$ cat src/rtl/dshot_pkg.sv
// Shared constants, FSM state encodings and the CRC helper for the DShot frame decoder.
package dshot_pkg;

    typedef logic [1:0] state_t;

    localparam state_t ST_IDLE  = 2'd0;
    localparam state_t ST_HIGH  = 2'd1;
    localparam state_t ST_LOW   = 2'd2;
    localparam state_t ST_CHECK = 2'd3;

    localparam int DSHOT_CMD_MAX = 47;
    localparam int THROTTLE_MIN  = 48;
    localparam int SCALE_MUL     = 131;
    localparam int SCALE_SHIFT   = 10;

    // XOR of the three nibbles of the 12-bit value+telemetry field.
    function automatic logic [3:0] dshot_crc(input logic [11:0] v);
        return v[3:0] ^ v[7:4] ^ v[11:8];
    endfunction

endpackage

$ cat src/rtl/dshot_pulse_timer.sv
// Synchronises the DShot line, detects edges and times high/low phases for bit classification.
// With DSHOT_BIDIR_EN defined the line is idle-high and pulses are low-going.
module dshot_pulse_timer #(
    parameter int BIT_CLKS    = 83,
    parameter int ONE_THR     = 41,
    parameter int GLITCH_CLKS = 10,
    parameter int GAP_CLKS    = 166
) (
    input  logic clk,
    input  logic rst,
    input  logic dshot_in,
    output logic rise,
    output logic fall,
    output logic bit_val,
    output logic glitch,
    output logic hi_timeout,
    output logic gap_timeout
);

    localparam int CNT_W = $clog2(GAP_CLKS + 1);
    localparam logic [CNT_W-1:0] CNT_MAX  = '1;
    localparam logic [CNT_W-1:0] CNT_ONE  = CNT_W'(1);
    localparam logic [CNT_W-1:0] ONE_C    = CNT_W'(ONE_THR);
    localparam logic [CNT_W-1:0] GLITCH_C = CNT_W'(GLITCH_CLKS);
    localparam logic [CNT_W-1:0] BIT_C    = CNT_W'(BIT_CLKS);
    localparam logic [CNT_W-1:0] GAP_C    = CNT_W'(GAP_CLKS);

`ifdef DSHOT_BIDIR_EN
    localparam logic IDLE_LVL = 1'b1;
`else
    localparam logic IDLE_LVL = 1'b0;
`endif

    logic sync_p0;
    logic sync_p1;
    logic line;
    logic line_d;
    logic [CNT_W-1:0] hi_cnt;
    logic [CNT_W-1:0] lo_cnt;

    // Stage p0/p1: two-flop synchroniser, reset to the idle level so no false edge follows reset
    always_ff @(posedge clk or posedge rst) begin
        if (rst) begin
            sync_p0 <= IDLE_LVL;
            sync_p1 <= IDLE_LVL;
        end else begin
            sync_p0 <= dshot_in;
            sync_p1 <= sync_p0;
        end
    end

    // Active-pulse view of the line: 1 while a pulse is in progress, either polarity
    assign line = sync_p1 ^ IDLE_LVL;

    always_ff @(posedge clk or posedge rst) begin
        if (rst) begin
            line_d <= 1'b0;
        end else begin
            line_d <= line;
        end
    end

    assign rise = line & ~line_d;
    assign fall = ~line & line_d;

    // Counters hold the number of cycles spent in the current phase, saturating
    always_ff @(posedge clk or posedge rst) begin
        if (rst) begin
            hi_cnt <= '0;
            lo_cnt <= '0;
        end else begin
            if (rise) begin
                hi_cnt <= CNT_ONE;
            end else if (line && hi_cnt != CNT_MAX) begin
                hi_cnt <= hi_cnt + CNT_ONE;
            end

            if (fall) begin
                lo_cnt <= CNT_ONE;
            end else if (!line && lo_cnt != CNT_MAX) begin
                lo_cnt <= lo_cnt + CNT_ONE;
            end
        end
    end

    assign bit_val     = (hi_cnt >= ONE_C);
    assign glitch      = (hi_cnt < GLITCH_C);
    assign hi_timeout  = line & (hi_cnt >= BIT_C);
    assign gap_timeout = ~line & (lo_cnt >= GAP_C);

endmodule

$ cat src/rtl/dshot_frame_decoder.sv
// DShot frame decoder: recovers 16-bit frames, checks CRC, splits commands from throttle.
// Optional macro DSHOT_BIDIR_EN selects inverted line polarity and inverted CRC.
module dshot_frame_decoder
    import dshot_pkg::*;
#(
    parameter int CLK_HZ     = 50_000_000,
    parameter int DSHOT_KBPS = 600
) (
    input  logic        clk,
    input  logic        rst,
    input  logic        dshot_in,
    output logic [7:0]  throttle_out,
    output logic [10:0] throttle_raw,
    output logic        telem_req,
    output logic [5:0]  cmd_out,
    output logic        cmd_valid,
    output logic        frame_valid,
    output logic        frame_err
);

    localparam int BIT_CLKS    = CLK_HZ / (DSHOT_KBPS * 1000);
    localparam int ONE_THR     = BIT_CLKS / 2;
    localparam int GLITCH_CLKS = BIT_CLKS / 8;
    localparam int GAP_CLKS    = 2 * BIT_CLKS;

    localparam logic [4:0]  FRAME_BITS = 5'd16;
    localparam logic [10:0] CMD_MAX_V  = 11'(DSHOT_CMD_MAX);
    localparam logic [10:0] THR_MIN_V  = 11'(THROTTLE_MIN);

    logic        rise;
    logic        fall;
    logic        bit_val;
    logic        glitch;
    logic        hi_timeout;
    logic        gap_timeout;

    state_t      state;
    state_t      state_nxt;
    logic        err_evt;
    logic        shift_en;
    logic        start;
    logic [4:0]  bit_cnt;
    logic [15:0] shreg;
    logic [3:0]  crc_exp;
    logic        crc_ok;
    logic [10:0] value;

    dshot_pulse_timer #(
        .BIT_CLKS    (BIT_CLKS),
        .ONE_THR     (ONE_THR),
        .GLITCH_CLKS (GLITCH_CLKS),
        .GAP_CLKS    (GAP_CLKS)
    ) u_timer (
        .clk         (clk),
        .rst         (rst),
        .dshot_in    (dshot_in),
        .rise        (rise),
        .fall        (fall),
        .bit_val     (bit_val),
        .glitch      (glitch),
        .hi_timeout  (hi_timeout),
        .gap_timeout (gap_timeout)
    );

    // 18-bit product keeps (2047-48)*131 exact; the top byte after the shift is 0..255.
    function automatic logic [7:0] scale_throttle(input logic [10:0] v);
        logic [17:0] prod;
        prod = 18'(v - THR_MIN_V) * 18'(SCALE_MUL);
        return 8'(prod >> SCALE_SHIFT);
    endfunction

    always_comb begin
        state_nxt = state;
        err_evt   = 1'b0;
        shift_en  = 1'b0;
        start     = 1'b0;
        case (state)
            ST_IDLE: begin
                if (rise) begin
                    state_nxt = ST_HIGH;
                    start     = 1'b1;
                end
            end
            ST_HIGH: begin
                if (fall) begin
                    if (glitch) begin
                        err_evt   = 1'b1;
                        state_nxt = ST_IDLE;
                    end else begin
                        shift_en  = 1'b1;
                        state_nxt = ST_LOW;
                    end
                end else if (hi_timeout) begin
                    err_evt   = 1'b1;
                    state_nxt = ST_IDLE;
                end
            end
            ST_LOW: begin
                // A pulse after the 16th bit means an over-long frame
                if (rise) begin
                    if (bit_cnt == FRAME_BITS) begin
                        err_evt   = 1'b1;
                        state_nxt = ST_IDLE;
                    end else begin
                        state_nxt = ST_HIGH;
                    end
                end else if (gap_timeout) begin
                    if (bit_cnt == FRAME_BITS) begin
                        state_nxt = ST_CHECK;
                    end else begin
                        err_evt   = 1'b1;
                        state_nxt = ST_IDLE;
                    end
                end
            end
            ST_CHECK: begin
                state_nxt = ST_IDLE;
            end
            default: begin
                state_nxt = ST_IDLE;
            end
        endcase
    end

    always_ff @(posedge clk or posedge rst) begin
        if (rst) begin
            state <= ST_IDLE;
        end else begin
            state <= state_nxt;
        end
    end

    always_ff @(posedge clk or posedge rst) begin
        if (rst) begin
            bit_cnt <= '0;
            shreg   <= '0;
        end else if (start) begin
            bit_cnt <= '0;
            shreg   <= '0;
        end else if (shift_en) begin
            bit_cnt <= bit_cnt + 5'd1;
            shreg   <= {shreg[14:0], bit_val};
        end
    end

    always_comb begin
`ifdef DSHOT_BIDIR_EN
        crc_exp = ~dshot_crc(shreg[15:4]);
`else
        crc_exp = dshot_crc(shreg[15:4]);
`endif
        crc_ok = (crc_exp == shreg[3:0]);
        value  = shreg[15:5];
    end

    // Output stage: pulses default low, held outputs change only on a CRC-good frame
    always_ff @(posedge clk or posedge rst) begin
        if (rst) begin
            throttle_out <= '0;
            throttle_raw <= '0;
            telem_req    <= 1'b0;
            cmd_out      <= '0;
            cmd_valid    <= 1'b0;
            frame_valid  <= 1'b0;
            frame_err    <= 1'b0;
        end else begin
            cmd_valid   <= 1'b0;
            frame_valid <= 1'b0;
            frame_err   <= err_evt;
            if (state == ST_CHECK) begin
                if (crc_ok) begin
                    frame_valid  <= 1'b1;
                    throttle_raw <= value;
                    telem_req    <= shreg[4];
                    if (value == 11'd0) begin
                        throttle_out <= '0;
                    end else if (value <= CMD_MAX_V) begin
                        cmd_out      <= value[5:0];
                        cmd_valid    <= 1'b1;
                        throttle_out <= '0;
                    end else begin
                        throttle_out <= scale_throttle(value);
                    end
                end else begin
                    frame_err <= 1'b1;
                end
            end
        end
    end

endmodule

$ cat config.mk
export PLATFORM = sky130hd
export DESIGN_NAME = dshot_frame_decoder
export DESIGN_NICKNAME = d
export VERILOG_FILES = /design/src/rtl/dshot_pkg.sv /design/src/rtl/dshot_pulse_timer.sv /design/src/rtl/dshot_frame_decoder.sv
export SDC_FILE = /design/constraint.sdc
export NUM_CORES = 1
export LEC_CHECK = 0
export CORE_MARGIN = 2
export CORE_UTILIZATION = 59
export DETAILED_ROUTE_END_ITERATION = 10
export PLACE_DENSITY = 0.76
export SYNTH_ARGS = -nofsm -noshare
export SYNTH_HDL_FRONTEND = slang
export SYNTH_SLANG_ARGS = --single-unit
$ cat constraint.sdc
create_clock -name clk -period 13.7 [get_ports clk]
set_input_delay 1.37 -clock clk [delete_from_list [all_inputs] [get_ports clk]]
set_output_delay 1.37 -clock clk [all_outputs]
set_load 0.02 [all_outputs]
* Word level (Yosys, flattened, before mapping) *
Index checks and enable logic that the tools add are counted.

operators by class
  equal/unequal tests = 10
  muxes and demuxes = 40
  $lt $le $gt $ge = 5
  add/subtract/negate cells = 4
  reduce and logical (&&, ||, !) cells = 11
  bitwise operators = 9
  $mul = 1

operators with widths
  operator                                                                 count
  8-bit 2-to-1 mux                                                         6
  16-bit 2-to-1 mux                                                        2
  1-bit 2-to-1 mux                                                         21
  12-bit by 9-bit multiplier with 18-bit output (second input constant)    1
  8-bit by 1-bit adder with 8-bit output (second input constant)           2
  8-bit inequality test (second input constant)                            2
  2-bit 2-to-1 mux                                                         7
  11-bit by 6-bit subtractor with 12-bit output (second input constant)    1
  11-bit by 6-bit <= comparator with 1-bit output (second input constant)  1
  11-bit zero test                                                         1
  5-bit 2-to-1 mux                                                         2
  8-bit by 6-bit >= comparator with 1-bit output (second input constant)   1
  8-bit by 7-bit >= comparator with 1-bit output (second input constant)   1
  8-bit >= comparator (second input constant)                              1
  8-bit by 4-bit < comparator with 1-bit output (second input constant)    1
  2-bit case mux with 4 select lines                                       1
  4-bit XOR                                                                2
  3-bit inequality test (second input constant)                            2
  2-bit nonzero test                                                       3
  5-bit by 1-bit adder with 5-bit output (second input constant)           1
  5-bit equality test (second input constant)                              1
  1-bit bitwise AND                                                        4
  2-bit equality test (second input constant)                              2
  4-bit equality test                                                      1
  10 further kinds                                                         13

word-level totals
  output and inout port bits = 29
  flip-flop bits (word level) = 71
  input port bits = 3
  logic and storage cells = 95

* Longest topological paths before layout *
Gate-level depths: netlist of the first run.

  depth after elaboration = 7
  gate-level depth with buffers = 17
  mapped depth without buffers = 16

* Hierarchy *
A second synthesis of the first run with hierarchy kept.

second synthesis, totals
  cell total of the unflattened synthesis = 502
  area total of the unflattened synthesis = 4815.9 µm²

modules (own cells, without submodules)
  module               area an instance (µm²)  seq. area each (µm²)  times used  cells each
  dshot_frame_decoder  3642.2                  1301.2                1           371
  dshot_pulse_timer    1173.6                  475.5                 1           131

* Least setup slack after synthesis of the first run *
OpenSTA, ideal clock, no wires.

  path kind = register to register
  from = register shreg[11]
  to = register throttle_out[7]
  setup time = 0.122 ns
  required time = 13.578 ns
  clock period less this slack = 4.743 ns
  path slack = 8.957 ns
  stages on the path, launching flop included = 16
  path buffers = 1
  data arrival time = 4.621 ns
  cell sequence = dfrtp_1 > buf_2 > or4_4 > a211oi_1 > ha_1 > ha_1 > ha_1 > inv_1 > fa_1 > inv_1 > ha_1 > a21o_1 > a31o_2 > o31a_1 > or3_1 > a32o_1

between the ends
  cells in the longest elaborated chain, start to end = 4
  elaborated cells between the ends (all ways) = 10
  those cells by class = 1 x add/sub; 1 x mul; 1 x order compare; 1 x eq/ne; 2 x mux; 2 x bitwise; 2 x reduce/logical

RTL lines
  what                                                                               line                                                    text
  from (decl)                                                                        dshot_frame_decoder.sv:43                               logic [15:0] shreg;
  from (signal assigned)                                                             dshot_frame_decoder.sv:142                              shreg <= {shreg[14:0], bit_val};
  11-bit by 6-bit subtractor with 12-bit output / 4-bit XOR (equally long branches)  dshot_frame_decoder.sv:68, dshot_pkg.sv:18
  12-bit by 9-bit multiplier with 18-bit output / 4-bit XOR (equally long branches)  dshot_frame_decoder.sv:68, dshot_pkg.sv:18
  8-bit 2-to-1 mux / 4-bit equality test (equally long branches)                     dshot_frame_decoder.sv:177, dshot_frame_decoder.sv:152
  8-bit 2-to-1 mux / 2-bit AND reduction (equally long branches)                     n/a
  to (signal assigned)                                                               dshot_frame_decoder.sv:182                              throttle_out <= scale_throttle(value);
  to (decl)                                                                          dshot_frame_decoder.sv:12                               output logic [7:0] throttle_out,

Several ways; a longest one is shown, not always the timed one.
A chain may end at the register's enable or synchronous reset.

* Final worst setup path of the first run *
Same ends and word-level chain as after synthesis.

==> run_results.csv, run 1 <==
group,metric,value,unit
sta,drv_slew,0,
synthesis,synth_area_leader_cell,"dfrtp_1",
global_route,track_usage,0.238,
sta,worst_slew_pin_slew,901,ps
synthesis,synthesis.nets,556,
clock_network,cts_sinks,71,
clock_network,cts_resized,0,
clock_network,hold_buffers,0,
synthesis,synth_seq_area_share,0.381,
global_route,grt_overflow,0,
synthesis,synth_top_area_frac,0.381,
hold_path,worst_hold_path_type,"flip-flop to flip-flop",
floorplanning,design.core.area,7690,sq um
power_and_ir_drop,ir_drop,0.0731,mV
sta,setup_tns,0,ps
power_and_ir_drop,p_sw,128,uW
clock_network,cts.reportedPaths.clkPinSlew,80,ps
clock_network,root_buffer,"clkbuf_8",
sta,fin_crit_sh,0.369,
power_and_ir_drop,power.total,462,uW
drt,drtIter0Drc,142,
drt,wl,9310,um
global_route,grt_pass1_vias,3449,
layout,fillers,602,
sta,fin_skew,12.4,ps
power_and_ir_drop,clkPwrFrac,0.373,
drt,antenna_left,0,
global_route,grt_max_degree,72,
global_route,antenna_found_initial,0,
critical_path,crit_type,"flip-flop to flip-flop",
power_and_ir_drop,power_frac_seq,0.507,
critical_path,worstPathRequired,13930,ps
flow_run,drv_cap,0,
sta,slew_headroom,0.400,
critical_path,worstPathArrival,5290,ps
outcome,status,"finished, final reports clean",
clock_network,cts_setup_buffers,0,
synthesis,netlist_area,4670,sq um
synthesis,ys.warnings.count,0,
floorplanning,pin_count,32,
synthesis,syn_area_per_cell,9.67,sq um
power_and_ir_drop,power_switching_share,0.278,
critical_path,cp-start-kind,"flip-flop",
layout,final_nets,582,
power_and_ir_drop,internal-power,334,uW
drt,drc,0,
placed_design,routabilityCongestion,0.868,
clock_network,clockBufferDepth,2,
sta,max_freq,198,MHz
synthesis,postSynthCellCount,483,
layout,area_delta_synth_final,12.1,%
floorplanning,dieArea,8640,sq um
clock_network,cts.htree.levels,3,
layout,stdcell_area,5230,sq um
drt,via_per_inst,5.58,
sta,rsz0062_at_grt,"false",
layout,drive_gt1_frac,0.0702,
drt,firstDrtPassIters,4,
floorplanning,die_h,93.0,um
layout,fin_cells,615,
global_route,grt_first_pass_wirelength,16300,um
synthesis,synthTopCellsByArea,"dfrtp_1, ha_1, nand2_1",
clock_network,clock_latency,350,ps
sta,period_minus_slack,5060,ps
drt,wl_per_cell,15.1,um
power_and_ir_drop,cellPowerDensity,88.4,nW/um^2
floorplanning,start_util,0.607,
layout,final_core_util,0.681,
drt,vias,3430,
synthesis,async_reset_ff_frac,1.00,
sta,final_hold_viol_count,0,
floorplanning,die_width,93.0,um
synthesis,ys.flop_type,"dfrtp_1",
synthesis,synth_cell_types,51,
synthesis,synth_edf_count,0,
power_and_ir_drop,power_leakage,0.00251,uW
placed_design,place_inst,600,
placed_design,port_buffers,31,
power_and_ir_drop,pwr-share-comb,0.119,
clock_network,cts_made_buffers,9,
sta,setup_viol,0,
synthesis,yosys_register_bits,71,
critical_path,cp_max_fo,9,
floorplanning,rows,32,
placed_design,place_area,5030,sq um
clock_network,cts_tree,"done",
layout,num_antenna_cells,0,
placed_design,place_hpwl,6610,um
critical_path,endpoint_kind,"flip-flop",
## layout by cell type (no fill, tap or decap), types with 10 or more instances in the layout
cell type / n
dfrtp_1: 71
nor2_1: 31
nand4_1: 10
xor2_1: 19
mux2_2: 15
nand2_1: 61
clkdlybuf4s50_1: 31
ha_1: 65
inv_1: 40
a21oi_1: 28
o21ai_0: 23
xnor2_1: 20
clkbuf_8: 11
## cell usage after synthesis, drive strengths merged, types with 2 or more instances
master,count
a41oi,2
or3,4
a31oi,3
nor3,5
buf,11
xnor2,20
o31a,2
nand2,61
a21o,8
o211ai,2
nand2b,4
a21boi,5
nor2,31
nor3b,3
nand4,10
inv,41
dfrtp,71
o21ai,23
nor4,2
o31ai,3
clkbuf,7
a21oi,29
and4,3
a32o,2
fa,5
and3,4
nand3,6
xor2,19
ha,65
and2,2
mux2,15
## routing by layer
metal  up-vias  global-route usage  wire, um
met5         -                   0         0
met4         0              0.0650       123
met2        57               0.380      4380
li1       1711                   -         -
met3        13              0.0488       303
met1      1649               0.331      4500
## area by class of cell
cell class              count  area, sq um  share of cell area
repair buffers             33          325              0.0622
clock buffers              12          155              0.0297
well taps                 102          128              0.0244
clock inverters             3         42.5             0.00813
multi-input cells         353         2650               0.507
inverters                  41          154              0.0294
flip-flops and latches     71         1780               0.340
## final timing paths
path / start / endpoint / slack [ps] / depth (start not counted)
worst max register to register: shreg[11] / throttle_out[7] / 8640 / 14
worst max-delay path: shreg[11] / throttle_out[7] / 8640 / 14
min in group asynchronous: rst / u_timer.lo_cnt[5] / 1620 / 3
worst min-delay path: u_timer.sync_p0 / u_timer.line / 370 / 0
worst min register to register: u_timer.sync_p0 / u_timer.line / 370 / 0
max in group asynchronous: rst / cmd_out[3] / 11490 / 3
## cell families (layout without fill, tap and decap cells)
kind of cell    Yosys count  in the layout  share of synthesized area
flops                    71             71                      0.381
buf+inv                  59             89                     0.0517
mux                      16             16                     0.0383
xor+xnor                 39             39                     0.0732
fa+ha+maj                70             70                      0.196
simple gates            139            139                      0.141
compound gates           89             89                      0.120
## metrics by stage
step                      setup slack [ps]  hold slack, ps
after floorplan                       8960             331
after global placement                8820             332
after detailed placement              8670             344
after CTS                             8630             366
after global routing                  8400             371
final                                 8640             366
## power groups by stage
stage	combinational (uW)	clock [uW]	sequential, uW
floorplan	42.1	0	235
global placement	51.6	0	238
detailed placement	54.2	0	238
CTS	55.1	177	234
global route	62.5	188	236
finish	55.2	173	235
## registers in the layout, indices dropped and copies added, names as in the netlist
name / cells
throttle_out: 8
frame_err: 1
u_timer.hi_cnt: 8
throttle_raw: 11
u_timer.line_d: 1
state: 2
u_timer.sync_p0: 1
cmd_out: 6
frame_valid: 1
u_timer.line: 1
u_timer.lo_cnt: 8
cmd_valid: 1
bit_cnt: 5
telem_req: 1
shreg: 16
## worst max-delay path, cell delays in order (launching register included)
cell	delay, ps
dfrtp_1	500
or4_4	590
a211oi_1	540
ha_1	380
ha_1	310
ha_1	280
inv_1	50
fa_1	530
inv_1	40
ha_1	340
a21o_1	200
a31o_2	260
o31a_1	300
or3_1	360
a32o_1	260
No activity file was read; power rests on OpenSTA's default activity.
==> run 2, diff against run 1 <==
Clock period 13.7 ns to 5.2 ns, I/O delays scaled along.
==> run_results.csv, run 2 (same netlist as run 1, synthesis figures left out) <==
group,metric,value,unit
drt,drc,0,
floorplanning,dieArea,8640,sq um
placed_design,port_buffers,31,
clock_network,cts_setup_buffers,0,
critical_path,worstPathArrival,5030,ps
layout,final_core_util,0.682,
layout,final_nets,583,
layout,area_delta_synth_final,12.4,%
placed_design,place_area,5040,sq um
global_route,antenna_found_initial,0,
sta,setup_tns,0,ps
drt,via_per_inst,5.59,
sta,final_hold_viol_count,0,
clock_network,clock_latency,360,ps
global_route,grt_pass1_vias,3450,
sta,max_freq,209,MHz
clock_network,clockBufferDepth,2,
floorplanning,design.core.area,7690,sq um
sta,drv_slew,0,
layout,layout_commonest_cell,"dfrtp_1",
clock_network,cts.htree.levels,3,
power_and_ir_drop,cellPowerDensity,234,nW/um^2
sta,setup_viol,0,
hold_path,min_path_cells,0,
critical_path,worstPathRequired,5440,ps
clock_network,cts_sinks,71,
sta,rsz0062_at_grt,"false",
layout,top_register,"shreg",
floorplanning,start_util,0.607,
layout,num_antenna_cells,0,
sta,worst_slew_pin_slew,814,ps
clock_network,cts_tree,"done",
layout,multiInputGateArea,2650,sq um
placed_design,place_hpwl,6710,um
sta,fin_skew,12.3,ps
layout,layout.cells.most_common_list,"dfrtp_1, ha_1, nand2_1",
layout,reg_top3,"shreg (16), throttle_raw (11)",
flow_run,drv_cap,0,
critical_path,cp-start-kind,"flip-flop",
sta,period_minus_slack,4790,ps
floorplanning,rows,32,
layout,register_area,1780,sq um
drt,vias,3449,
clock_network,cts_resized,0,
critical_path,cp_max_fo,9,
clock_network,hold_buffers,0,
drt,wl_per_cell,15.3,um
sta,fin_crit_sh,0.920,
global_route,grt_overflow,0,
drt,wl,9420,um
placed_design,routabilityCongestion,0.874,
global_route,grt_first_pass_wirelength,16300,um
critical_path,rrSetupSlack,410,ps
sta,whs,367,ps
floorplanning,die_h,93.0,um
critical_path,reg2reg_depth,15,
clock_network,cts_made_buffers,9,
critical_path,endpoint_kind,"flip-flop",
global_route,track_usage,0.238,
floorplanning,pin_count,32,
outcome,status,"finished, final reports clean",
drt,antenna_left,0,
layout,fillers,624,
power_and_ir_drop,power_leakage,0.00251,uW
layout,drive_gt1_frac,0.0757,
drt,drtIter0Drc,134,
clock_network,root_buffer,"clkbuf_8",
layout,stdcell_area,5250,sq um
global_route,grt_max_degree,38,
floorplanning,die_width,93.0,um
drt,firstDrtPassIters,4,
layout,largest_reg_flops,16,
hold_path,worst_hold_path_type,"flip-flop to flip-flop",
critical_path,crit_type,"flip-flop to flip-flop",
sta,slew_headroom,0.457,
clock_network,cts.reportedPaths.clkPinSlew,90,ps
power_and_ir_drop,ir_drop,0.195,mV
-- run 2: changes by cell type in the layout (fill, tap and decap cells not counted) --
cell and delta:
clkinv_4 +1, buf_4 +1, inv_6 +1, clkinvlp_4 +1, clkbuf_1 -1, clkbuf_8 -1
-- run 2: final cells by class --
cell class,count,share of cell area
multi-input combinational,353,0.505
sequential,71,0.339
timing repair buffer,34,0.0634
inverter,41,0.0293
clock buffer,10,0.0262
tap,102,0.0243
clock inverter,6,0.0129
-- run 2: report_power, final --
group / switching [uW] / total, uW / internal [uW] / leakage, uW
Combinational: 88.3 / 144 / 55.5 / 0.00145
Sequential: 38.5 / 618 / 579 / 0.000970
Clock: 232 / 468 / 236 / 0.0000989
Total: 358 / 1230 / 871 / 0.00251
-- run 2: worst paths after layout --
path,startpoint,to
worst max-delay path,shreg[11],throttle_out[7]
worst min-delay path,u_timer.sync_p0,u_timer.line
worst max register to register,shreg[11],throttle_out[7]
worst min register to register,u_timer.sync_p0,u_timer.line
max in group asynchronous,rst,state[0]
min in group asynchronous,rst,throttle_out[1]
-- run 2: per-stage QoR --
step,instances,total power (uW),setup WS [ps]
after global routing,617,1290,143
after CTS,617,1240,432
final,617,1230,414
after global placement,601,762,557
after detailed placement,601,770,478
after floorplan,483,730,457
-- run 2: metal layers --
layer / track usage / part of all wire / vias to the layer above / wire (um)
met5: 0 / 0 / - / 0
met4: 0.0735 / 0.014 / 0 / 134
met3: 0.0423 / 0.033 / 11 / 306
met2: 0.402 / 0.48 / 72 / 4520
met1: 0.314 / 0.47 / 1655 / 4460
li1: - / - / 1711 / -
-- run 2: worst max-delay path, stage by stage (launching register included) --
cell     delay (ps)
dfrtp_1         500
or4_4           590
nor2_1          120
xor2_1          240
ha_1            310
ha_1            320
ha_1            280
inv_1            50
fa_1            520
inv_1            40
ha_1            330
a21o_1          190
a31o_2          260
o31a_1          290
or3_1           360
a32o_1          260
